### src/rtl/fpga_pkg.sv
// Shared constants and types for the ESP32 frame-loading path.
// Frame geometry defaults, sync-word bytes and the loader state encoding.
package fpga_pkg;

    localparam int IMAGE_SIZE = 76800;
    localparam int ADDR_WIDTH = 17;

    localparam logic [7:0] SYNC0 = 8'hA5;
    localparam logic [7:0] SYNC1 = 8'h5A;

    typedef enum logic [2:0] {
        ST_IDLE  = 3'd0,
        ST_SYNC1 = 3'd1,
        ST_SYNC2 = 3'd2,
        ST_LOAD  = 3'd3,
        ST_HOLD  = 3'd4
    } state_e;

endpackage

### src/rtl/cdc_sync_2ff.sv
// Two-flop level synchronizer for slow pad inputs crossing into the local clock.
// RESET_VAL lets active-low selects come out of reset in their inactive state.
module cdc_sync_2ff #(
    parameter logic RESET_VAL = 1'b0
) (
    input  logic clk_i,
    input  logic rst_ni,
    input  logic d_i,
    output logic q_o
);

    logic [1:0] sync_q;

    always_ff @(posedge clk_i or negedge rst_ni) begin
        if (!rst_ni) begin
            sync_q <= {2{RESET_VAL}};
        end else begin
            sync_q <= {sync_q[0], d_i};
        end
    end

    assign q_o = sync_q[1];

endmodule

### src/rtl/frame_loader.sv
// Receives SPI bytes from the ESP32, hunts for the A5 5A sync word and stores one
// frame into the frame buffer, then holds it until the consumer releases it.
module frame_loader #(
    parameter int IMAGE_SIZE = fpga_pkg::IMAGE_SIZE,
    parameter int ADDR_WIDTH = fpga_pkg::ADDR_WIDTH
) (
    input  logic                  sys_clk,
    input  logic                  sys_rst_n,
    input  logic                  esp_cs_n,
    input  logic [7:0]            rx_data,
    input  logic                  rx_valid,
    output logic                  rx_ready,
    input  logic                  buf_release,
    output logic                  wr_en,
    output logic [ADDR_WIDTH-1:0] wr_addr,
    output logic [7:0]            wr_data,
    output logic                  frame_done,
    output logic                  frame_error,
    output logic                  busy,
    output logic [7:0]            drop_cnt
);
    import fpga_pkg::*;

    // ADDR_WIDTH must be wide enough that 2**ADDR_WIDTH >= IMAGE_SIZE.
    localparam logic [ADDR_WIDTH-1:0] LAST_ADDR = ADDR_WIDTH'(IMAGE_SIZE - 1);

    logic                  cs_s;
    state_e                state_q;
    logic [ADDR_WIDTH-1:0] cnt_q;
    logic                  rx_ready_q;
    logic                  wr_en_q;
    logic [ADDR_WIDTH-1:0] wr_addr_q;
    logic [7:0]            wr_data_q;
    logic                  frame_done_q;
    logic                  frame_error_q;
    logic                  busy_q;
    logic [7:0]            drop_cnt_q;

    cdc_sync_2ff #(
        .RESET_VAL (1'b1)
    ) u_cs_sync (
        .clk_i  (sys_clk),
        .rst_ni (sys_rst_n),
        .d_i    (esp_cs_n),
        .q_o    (cs_s)
    );

    always_ff @(posedge sys_clk or negedge sys_rst_n) begin
        if (!sys_rst_n) begin
            state_q       <= ST_IDLE;
            cnt_q         <= '0;
            rx_ready_q    <= 1'b0;
            wr_en_q       <= 1'b0;
            wr_addr_q     <= '0;
            wr_data_q     <= '0;
            frame_done_q  <= 1'b0;
            frame_error_q <= 1'b0;
            busy_q        <= 1'b0;
            drop_cnt_q    <= '0;
        end else begin
            // Pulses default low; rx_ready/busy track the state being entered.
            wr_en_q       <= 1'b0;
            frame_done_q  <= 1'b0;
            frame_error_q <= 1'b0;
            rx_ready_q    <= 1'b1;
            busy_q        <= 1'b0;

            unique case (state_q)
                ST_IDLE: begin
                    if (!cs_s) state_q <= ST_SYNC1;
                end
                ST_SYNC1: begin
                    if (cs_s) begin
                        state_q <= ST_IDLE;
                    end else if (rx_valid && rx_data == SYNC0) begin
                        state_q <= ST_SYNC2;
                    end
                end
                ST_SYNC2: begin
                    if (cs_s) begin
                        state_q <= ST_IDLE;
                    end else if (rx_valid) begin
                        if (rx_data == SYNC1) begin
                            state_q <= ST_LOAD;
                            cnt_q   <= '0;
                            busy_q  <= 1'b1;
                        end else if (rx_data != SYNC0) begin
                            state_q <= ST_SYNC1;
                        end
                    end
                end
                ST_LOAD: begin
                    if (rx_valid) begin
                        wr_en_q   <= 1'b1;
                        wr_addr_q <= cnt_q;
                        wr_data_q <= rx_data;
                    end
                    // A byte arriving with deselect is stored first; only a short frame errors.
                    if (rx_valid && cnt_q == LAST_ADDR) begin
                        frame_done_q <= 1'b1;
                        cnt_q        <= '0;
                        state_q      <= ST_HOLD;
                        rx_ready_q   <= 1'b0;
                    end else if (cs_s) begin
                        frame_error_q <= 1'b1;
                        cnt_q         <= '0;
                        state_q       <= ST_IDLE;
                    end else begin
                        busy_q <= 1'b1;
                        if (rx_valid) cnt_q <= cnt_q + ADDR_WIDTH'(1);
                    end
                end
                ST_HOLD: begin
                    if (buf_release) begin
                        state_q    <= ST_IDLE;
                        drop_cnt_q <= '0;
                    end else begin
                        rx_ready_q <= 1'b0;
                        if (rx_valid && drop_cnt_q != 8'hFF) begin
                            drop_cnt_q <= drop_cnt_q + 8'd1;
                        end
                    end
                end
                default: begin
                    state_q <= ST_IDLE;
                end
            endcase
        end
    end

    assign rx_ready    = rx_ready_q;
    assign wr_en       = wr_en_q;
    assign wr_addr     = wr_addr_q;
    assign wr_data     = wr_data_q;
    assign frame_done  = frame_done_q;
    assign frame_error = frame_error_q;
    assign busy        = busy_q;
    assign drop_cnt    = drop_cnt_q;

endmodule

### config.mk
export PLATFORM = sky130hd
export DESIGN_NAME = frame_loader
export DESIGN_NICKNAME = d
export VERILOG_FILES = /design/src/rtl/fpga_pkg.sv /design/src/rtl/cdc_sync_2ff.sv /design/src/rtl/frame_loader.sv
export SDC_FILE = /design/constraint.sdc
export NUM_CORES = 1
export LEC_CHECK = 0
export ABC_AREA = 1
export CORE_MARGIN = 2
export CORE_UTILIZATION = 30
export DETAILED_ROUTE_END_ITERATION = 8
export HOLD_SLACK_MARGIN = 0.12
export SLEW_MARGIN = 20
export SYNTH_ARGS = -nofsm -noshare
export SYNTH_HDL_FRONTEND = slang
export SYNTH_SLANG_ARGS = --single-unit
### constraint.sdc
create_clock -name sys_clk -period 2.2 [get_ports sys_clk]
set_clock_uncertainty 0.2 [all_clocks]
set_input_delay 0.55 -clock sys_clk [delete_from_list [all_inputs] [get_ports sys_clk]]
set_output_delay 0.55 -clock sys_clk [all_outputs]
set_load 0.01 [all_outputs]
==> results of run 1 <==
==> worst register-to-register path, delay by kind of cell, from the launching register on <==
family        cells  cell delay (ps)
fa+ha+maj         1              210
simple gates      8              750
flops             1              450
buf+inv           2              250
==> how the worst max path moves through the flow <==
stage / slack, ps / cells past startpoint / end
finish: 120 / 1 / drop_cnt[3]
global route: 60 / 1 / drop_cnt[5]
CTS: 90 / 1 / drop_cnt[5]
detailed placement: -140 / 8 / cnt_q[7]
global placement: -140 / 10 / cnt_q[1]
floorplan: 380 / 11 / cnt_q[5]
==> area by class of cell <==
cell class | count | area [um^2]
Fill cell | 1076 | 6060
Sequential cell | 60 | 1500
Multi-Input combinational cell | 289 | 1380
Timing Repair Buffer | 76 | 731
Inverter | 50 | 195
Tap cell | 136 | 170
Clock buffer | 12 | 165
Clock inverter | 4 | 70.1
==> per-stage QoR <==
stage	power (mW)	instance area (um^2)	std cells	setup slack (ps)	util, %
2_1_floorplan	2.24	3160	408	375	-
3_5_place_dp	2.88	3970	610	-135	38.6
5_1_grt	4.26	4220	627	57.3	41.0
3_3_place_gp	2.87	3970	610	-139	38.6
6_report	4.03	4220	627	120	41.0
4_1_cts	4.09	4220	627	94.3	41.0
==> registers in the layout, indices dropped and copies added (netlist names) <==
signal	flops
drop_cnt	8
wr_addr	17
state_q	3
frame_error	1
busy	1
rx_ready	1
cnt_q	17
wr_en	1
u_cs_sync.sync_q	2
frame_done	1
wr_data	8
==> report_power, final <==
| group | internal (mW) | total, mW | switching (mW) | leakage [nW] |
|---|---|---|---|---|
| Sequential | 1.35 | 1.52 | 0.166 | 0.798 |
| Clock | 0.727 | 1.18 | 0.450 | 0.122 |
| Combinational | 0.665 | 1.34 | 0.671 | 1.08 |
| Total | 2.74 | 4.03 | 1.29 | 2.00 |
==> per-layer routing <==
metal / vias up / track usage, % / part of all wire, %
li1: 1429 / - / -
met1: 1287 / 18.1 / 47
met4: 0 / 6.31 / 2.2
met3: 10 / 3.47 / 4.8
met5: - / 0 / 0
met2: 67 / 22.0 / 46
==> logic make-up after synthesis <==
kind of cell,count (synthesis),share of synthesized area [%]
simple gates,246,33.6
compound gates,33,7.04
fa+ha+maj,2,0.791
xor+xnor,8,2.22
flops,60,47.6
buf+inv,59,8.78
==> cell usage in the layout (no fill, tap or decap), types with 6 or more instances in the layout <==
cell,count
nand2_1,130
nor2_1,60
dfrtp_1,58
clkdlybuf4s50_1,49
inv_1,44
nand3_1,28
buf_4,22
o21ai_2,15
clkbuf_8,12
o21ai_0,9
nand4_1,8
o21ai_1,7
xor2_1,6
==> metrics.md, run 1 <==
| Metric | Value |
|---|---|
| Synth top area share | `45.9%` |
| I/O pins | `51` |
| Synth unique cells | `31` |
| Max cap viols | `0` |
| Hold Startpoint | `u_cs_sync.sync_q[0]` |
| Hold Path Stages | `0` |
| Mapped Cells | `408` |
| Post-synthesis sequential area ratio | `47.6%` |
| Detailed Route WL | `7540 um` |
| DPL Wire Length | `5540 um` |
| Root Buffer | `clkbuf_8` |
| Synth Flop Type | `dfrtp_1` |
| Total CTS buffers | `9` |
| Die area | `11,400 um^2` |
| RSZ-0062 raised after global routing | `no` |
| CTS Sinks | `60` |
| FF-to-FF Start | `cnt_q[0]` |
| Hold Crit Class | `flop to flop` |
| Max FO, Critical Path | `5` |
| H-tree Lvls | `3` |
| Worst Path Buf+Inv | `1` |
| Hold Fails Final Rpt | `0` |
| Vias per cell | `4.45` |
| Post-route ant nets | `0` |
| Setup bufs post-CTS | `0` |
| CTS tree | `built` |
| Worst path required time | `1450 ps` |
| Vias | `2,793` |
| Flops & latches, synth | `60` |
| Maximum VDD drop | `357 uV` |
| Maximum clock path buffer count | `2` |
| Resized Gates After CTS | `0` |
| First-pass GRT wire length | `12,300 um` |
| EDFF count, synth | `0` |
| Worst Setup Start Kind | `flop` |
| Worst Hold Slack | `165 ps` |
| Most numerous cell in the Yosys netlist | `nand2_1` |
| Cells along the critical path | `clkdlybuf4s50_1` |
| Slew Limit Fails | `0` |
| Vias in the first global route | `2,606` |
| Yosys warnings | `0` |
| Initial DRC Count | `119` |
| Critical-path top delay cell | `clkdlybuf4s50_1` |
| Largest net degree at the start of global routing | `61` |
| Nets | `501` |
| DRT Pass-1 Iters | `4` |
| Mean Syn Cell Area | `7.75 um^2` |
| Core ar. | `10,300 um^2` |
| Area leader, netlist | `dfrtp_1` |
| Period utilization | `94.5%` |
| Mapped cell area | `3160 um^2` |
| Ant. Diodes | `0` |
| FF-to-FF path depth | `11` |
| Critical path origin | `drop_cnt[3]` |
| Max Clk Rate | `0.481 GHz` |
| Die Ht | `107 um` |
| Layout area overhead | `33.3%` |
| Final Setup Violations | `0` |
| Die Width | `107 um` |
| Static leakage | `2.00 nW` |
| Crit path DAT | `1330 ps` |
| Flop2flop setup slack | `250 ps` |
| Syn nets | `423` |
| Layout cells sized above 1 | `15.9%` |
| Largest delay share family, worst path | `buffers and inverters` |
| Initial Util | `30.8%` |
| Post-layout minimum cycle time | `2080 ps` |
| Ys async rst share | `100%` |
| # DRC | `0` |
| IO buf count | `50` |
| Skew-Pair Late Insertion Delay | `340 ps` |
| Synth top cells by count | `nand2_1, nor2_1, dfrtp_1` |
| Reg-to-Reg End | `state_q[1]` |
| Gr usage total | `14.0%` |
| Hold_buf cts | `1` |
| TNS Setup | `0 ps` |
| Worst Max-Slew Pin Slew | `343 ps` |
| Row count | `37` |
| Average wire per standard cell | `12.0 um` |
| Outcome | `finished clean` |
| Initial antenna violation count | `0` |
| Slew margin rel. | `77.1%` |
| Critical Path Max Stage Delay | `560 ps` |
| PwrDens | `956 nW/um^2` |
| Gr ovfl total | `0` |
| CP Class | `flop to output pin` |
| Synth top area cells | `dfrtp_1, nand2_1, nor2_1` |
| GP Congestion | `0.891` |
| Clock slew at reported path FFs | `70 ps` |
| Worst hold endpoint | `u_cs_sync.sync_q[1]` |
| Endpoint class of the critical path | `output pin` |
No activity file was read; power rests on OpenSTA's default activity.
==> run 2: changes to the inputs <==
==> constraint.sdc (replaced) <==
create_clock -name sys_clk -period 2 [get_ports sys_clk]
set_clock_uncertainty 0.2 [all_clocks]
set_input_delay 0.5 -clock sys_clk [delete_from_list [all_inputs] [get_ports sys_clk]]
set_output_delay 0.5 -clock sys_clk [all_outputs]
set_load 0.01 [all_outputs]
==> metrics.md, run 2 (synthesized netlist as in run 1, its figures left out) <==
| Metric | Value |
|---|---|
| Total power | `4.40 mW (+9.2%)` |
| Post-layout minimum cycle time | `1950 ps` |
| CP Class | `flop to output pin` |
| Period utilization | `97.5%` |
| Most frequent cells in the layout | `nand2_1, dfrtp_1, nor2_1` |
| CTS Sinks | `60 (unchanged)` |
| Gr ovfl total | `0 (unchanged)` |
| Post-route ant nets | `0 (unchanged)` |
| Largest delay share family, worst path | `buffers and inverters` |
| RSZ-0062 raised after global routing | `no` |
| Root Buffer | `clkbuf_8` |
| Fin cells | `643 (+2.6%)` |
| Critical-path top delay cell | `clkdlybuf4s50_1` |
| Worst Hold Slack | `159 ps (-5.97 ps)` |
| Slew margin rel. | `77.8% (+0.72 points)` |
| GR peak layer | `met2` |
| Slew Limit Fails | `0 (unchanged)` |
| Die Ht | `107 um (unchanged)` |
| Layout area overhead | `37.4%` |
| Initial antenna violation count | `0 (unchanged)` |
| Worst Path Buf+Inv | `1 (unchanged)` |
| CTS tree | `built` |
| Final Setup Violations | `0 (unchanged)` |
| Detailed Route WL | `7750 um (+2.7%)` |
| Initial Util | `30.8% (unchanged)` |
| Max FO, Critical Path | `2 (-3)` |
| Maximum VDD drop | `562 uV (+57%)` |
| IO buf count | `50 (unchanged)` |
| Inst Count DP | `621 (+1.8%)` |
| Ant. Diodes | `0 (unchanged)` |
| Worst path required time | `1300 ps (-150 ps)` |
| Layout fillers | `1,044 (-3.0%)` |
| Hold Crit Class | `flop to flop` |
| Fin util | `42.3% (+1.3 points)` |
| Endpoint class of the critical path | `output pin` |
| Die area | `11,400 um^2 (unchanged)` |
| Cells along the critical path | `clkdlybuf4s50_1` |
| Critical Path Max Stage Delay | `540 ps (-20 ps)` |
| Average wire per standard cell | `12.1 um (+0.16%)` |
| Max cap viols | `0 (unchanged)` |
| Core ar. | `10,300 um^2 (unchanged)` |
| Outcome | `finished clean` |
| Largest net degree at the start of global routing | `61 (unchanged)` |
| Vias per cell | `4.41 (-1.0%)` |
| Gr usage total | `14.8% (+0.84 points)` |
| I/O pins | `51 (unchanged)` |
| Clock slew at reported path FFs | `70 ps (about the same)` |
| Sequential Area | `1500 um^2 (unchanged)` |
| Commonest non-fill, non-tap cell in the layout | `nand2_1` |
| DRT Pass-1 Iters | `4 (unchanged)` |
| M3 GR Usage | `4.13% (+0.67 points)` |
| GP Congestion | `0.864 (-3.1%)` |
| Max Clk Rate | `0.513 GHz` |
| DPL Wire Length | `5720 um (+3.2%)` |
| Initial DRC Count | `179 (+50%)` |
| H-tree Lvls | `3 (unchanged)` |
| Vias in the first global route | `2,850 (+9.4%)` |
| Die Width | `107 um (unchanged)` |
| GR Util met2 | `23.6% (+1.5 points)` |
| Static leakage | `2.11 nW (+5.3%)` |
| Nets | `517 (+3.2%)` |
| Crit path DAT | `1250 ps (-80 ps)` |
| Skew-Pair Late Insertion Delay | `350 ps (about the same)` |
| Multi-input combinational cell area | `1400 um^2 (+1.6%)` |
| PwrDens | `1010 nW/um^2 (+5.9%)` |
| Total CTS buffers | `9 (unchanged)` |
| Row count | `37 (unchanged)` |
| Worst Setup Start Kind | `flop` |
| Vias | `2,835 (+1.5%)` |
| Layout cells sized above 1 | `19.3% (+3.4 points)` |
| # DRC | `0 (unchanged)` |
| Hold Fails Final Rpt | `0 (unchanged)` |
| TNS Setup | `0 ps (unchanged)` |
| Worst Max-Slew Pin Slew | `333 ps (-10.8 ps)` |
| Met1 Usage GRT | `18.8% (+0.71 points)` |
| Maximum clock path buffer count | `2 (unchanged)` |
| First-pass GRT wire length | `13,300 um (+8.2%)` |
==> run 2: power by group <==
group          leakage, nW  switching (mW)  internal [mW]  total (mW)
Clock                0.102           0.509          0.701        1.21
Sequential           0.798           0.177           1.48        1.66
Combinational         1.21           0.769          0.760        1.53
Total                 2.11            1.45           2.95        4.40
==> run 2: final timing paths <==
| kind | startpoint | endpoint | slack [ps] | depth (start not counted) |
|---|---|---|---|---|
| min in group asynchronous | sys_rst_n | drop_cnt[3] | 480 | 3 |
| max in group asynchronous | sys_rst_n | u_cs_sync.sync_q[1] | 810 | 3 |
| hold / removal | u_cs_sync.sync_q[0] | u_cs_sync.sync_q[1] | 160 | 0 |
| setup reg to reg | u_cs_sync.sync_q[1] | cnt_q[9] | 150 | 7 |
| setup / recovery | wr_addr[16] | wr_addr[16] | 50 | 1 |
| hold reg to reg | u_cs_sync.sync_q[0] | u_cs_sync.sync_q[1] | 160 | 0 |
==> run 2: final cells by class <==
cell class              count  share of cell area, %
clock buffers              10                   2.94
clock inverters             6                   2.04
inverters                  50                   4.55
multi-input cells         289                   32.3
flip-flops and latches     60                   34.6
well taps                 136                   3.92
repair buffers             92                   19.7
==> run 2: layer usage <==
metal,vias up,share of wire [%]
met5,-,0
met2,63,47
met4,0,1.6
li1,1456,-
met1,1308,47
met3,8,4.2
==> run 2: stage by stage <==
stage	instance area, um^2	setup slack (ps)
floorplan	3160	206
global placement	4050	-349
detailed placement	4050	-373
CTS	4320	9.32
global route	4350	1.38
finish	4350	49.4
==> run 2: timing repair <==
item,4_1_cts,5_1_grt
gates resized for setup,4,12
hold endpoints to repair,58,0
setup buffers,5,0
pin swaps,0,1
endpoints found under the setup margin,15,17
hold buffers,1,0
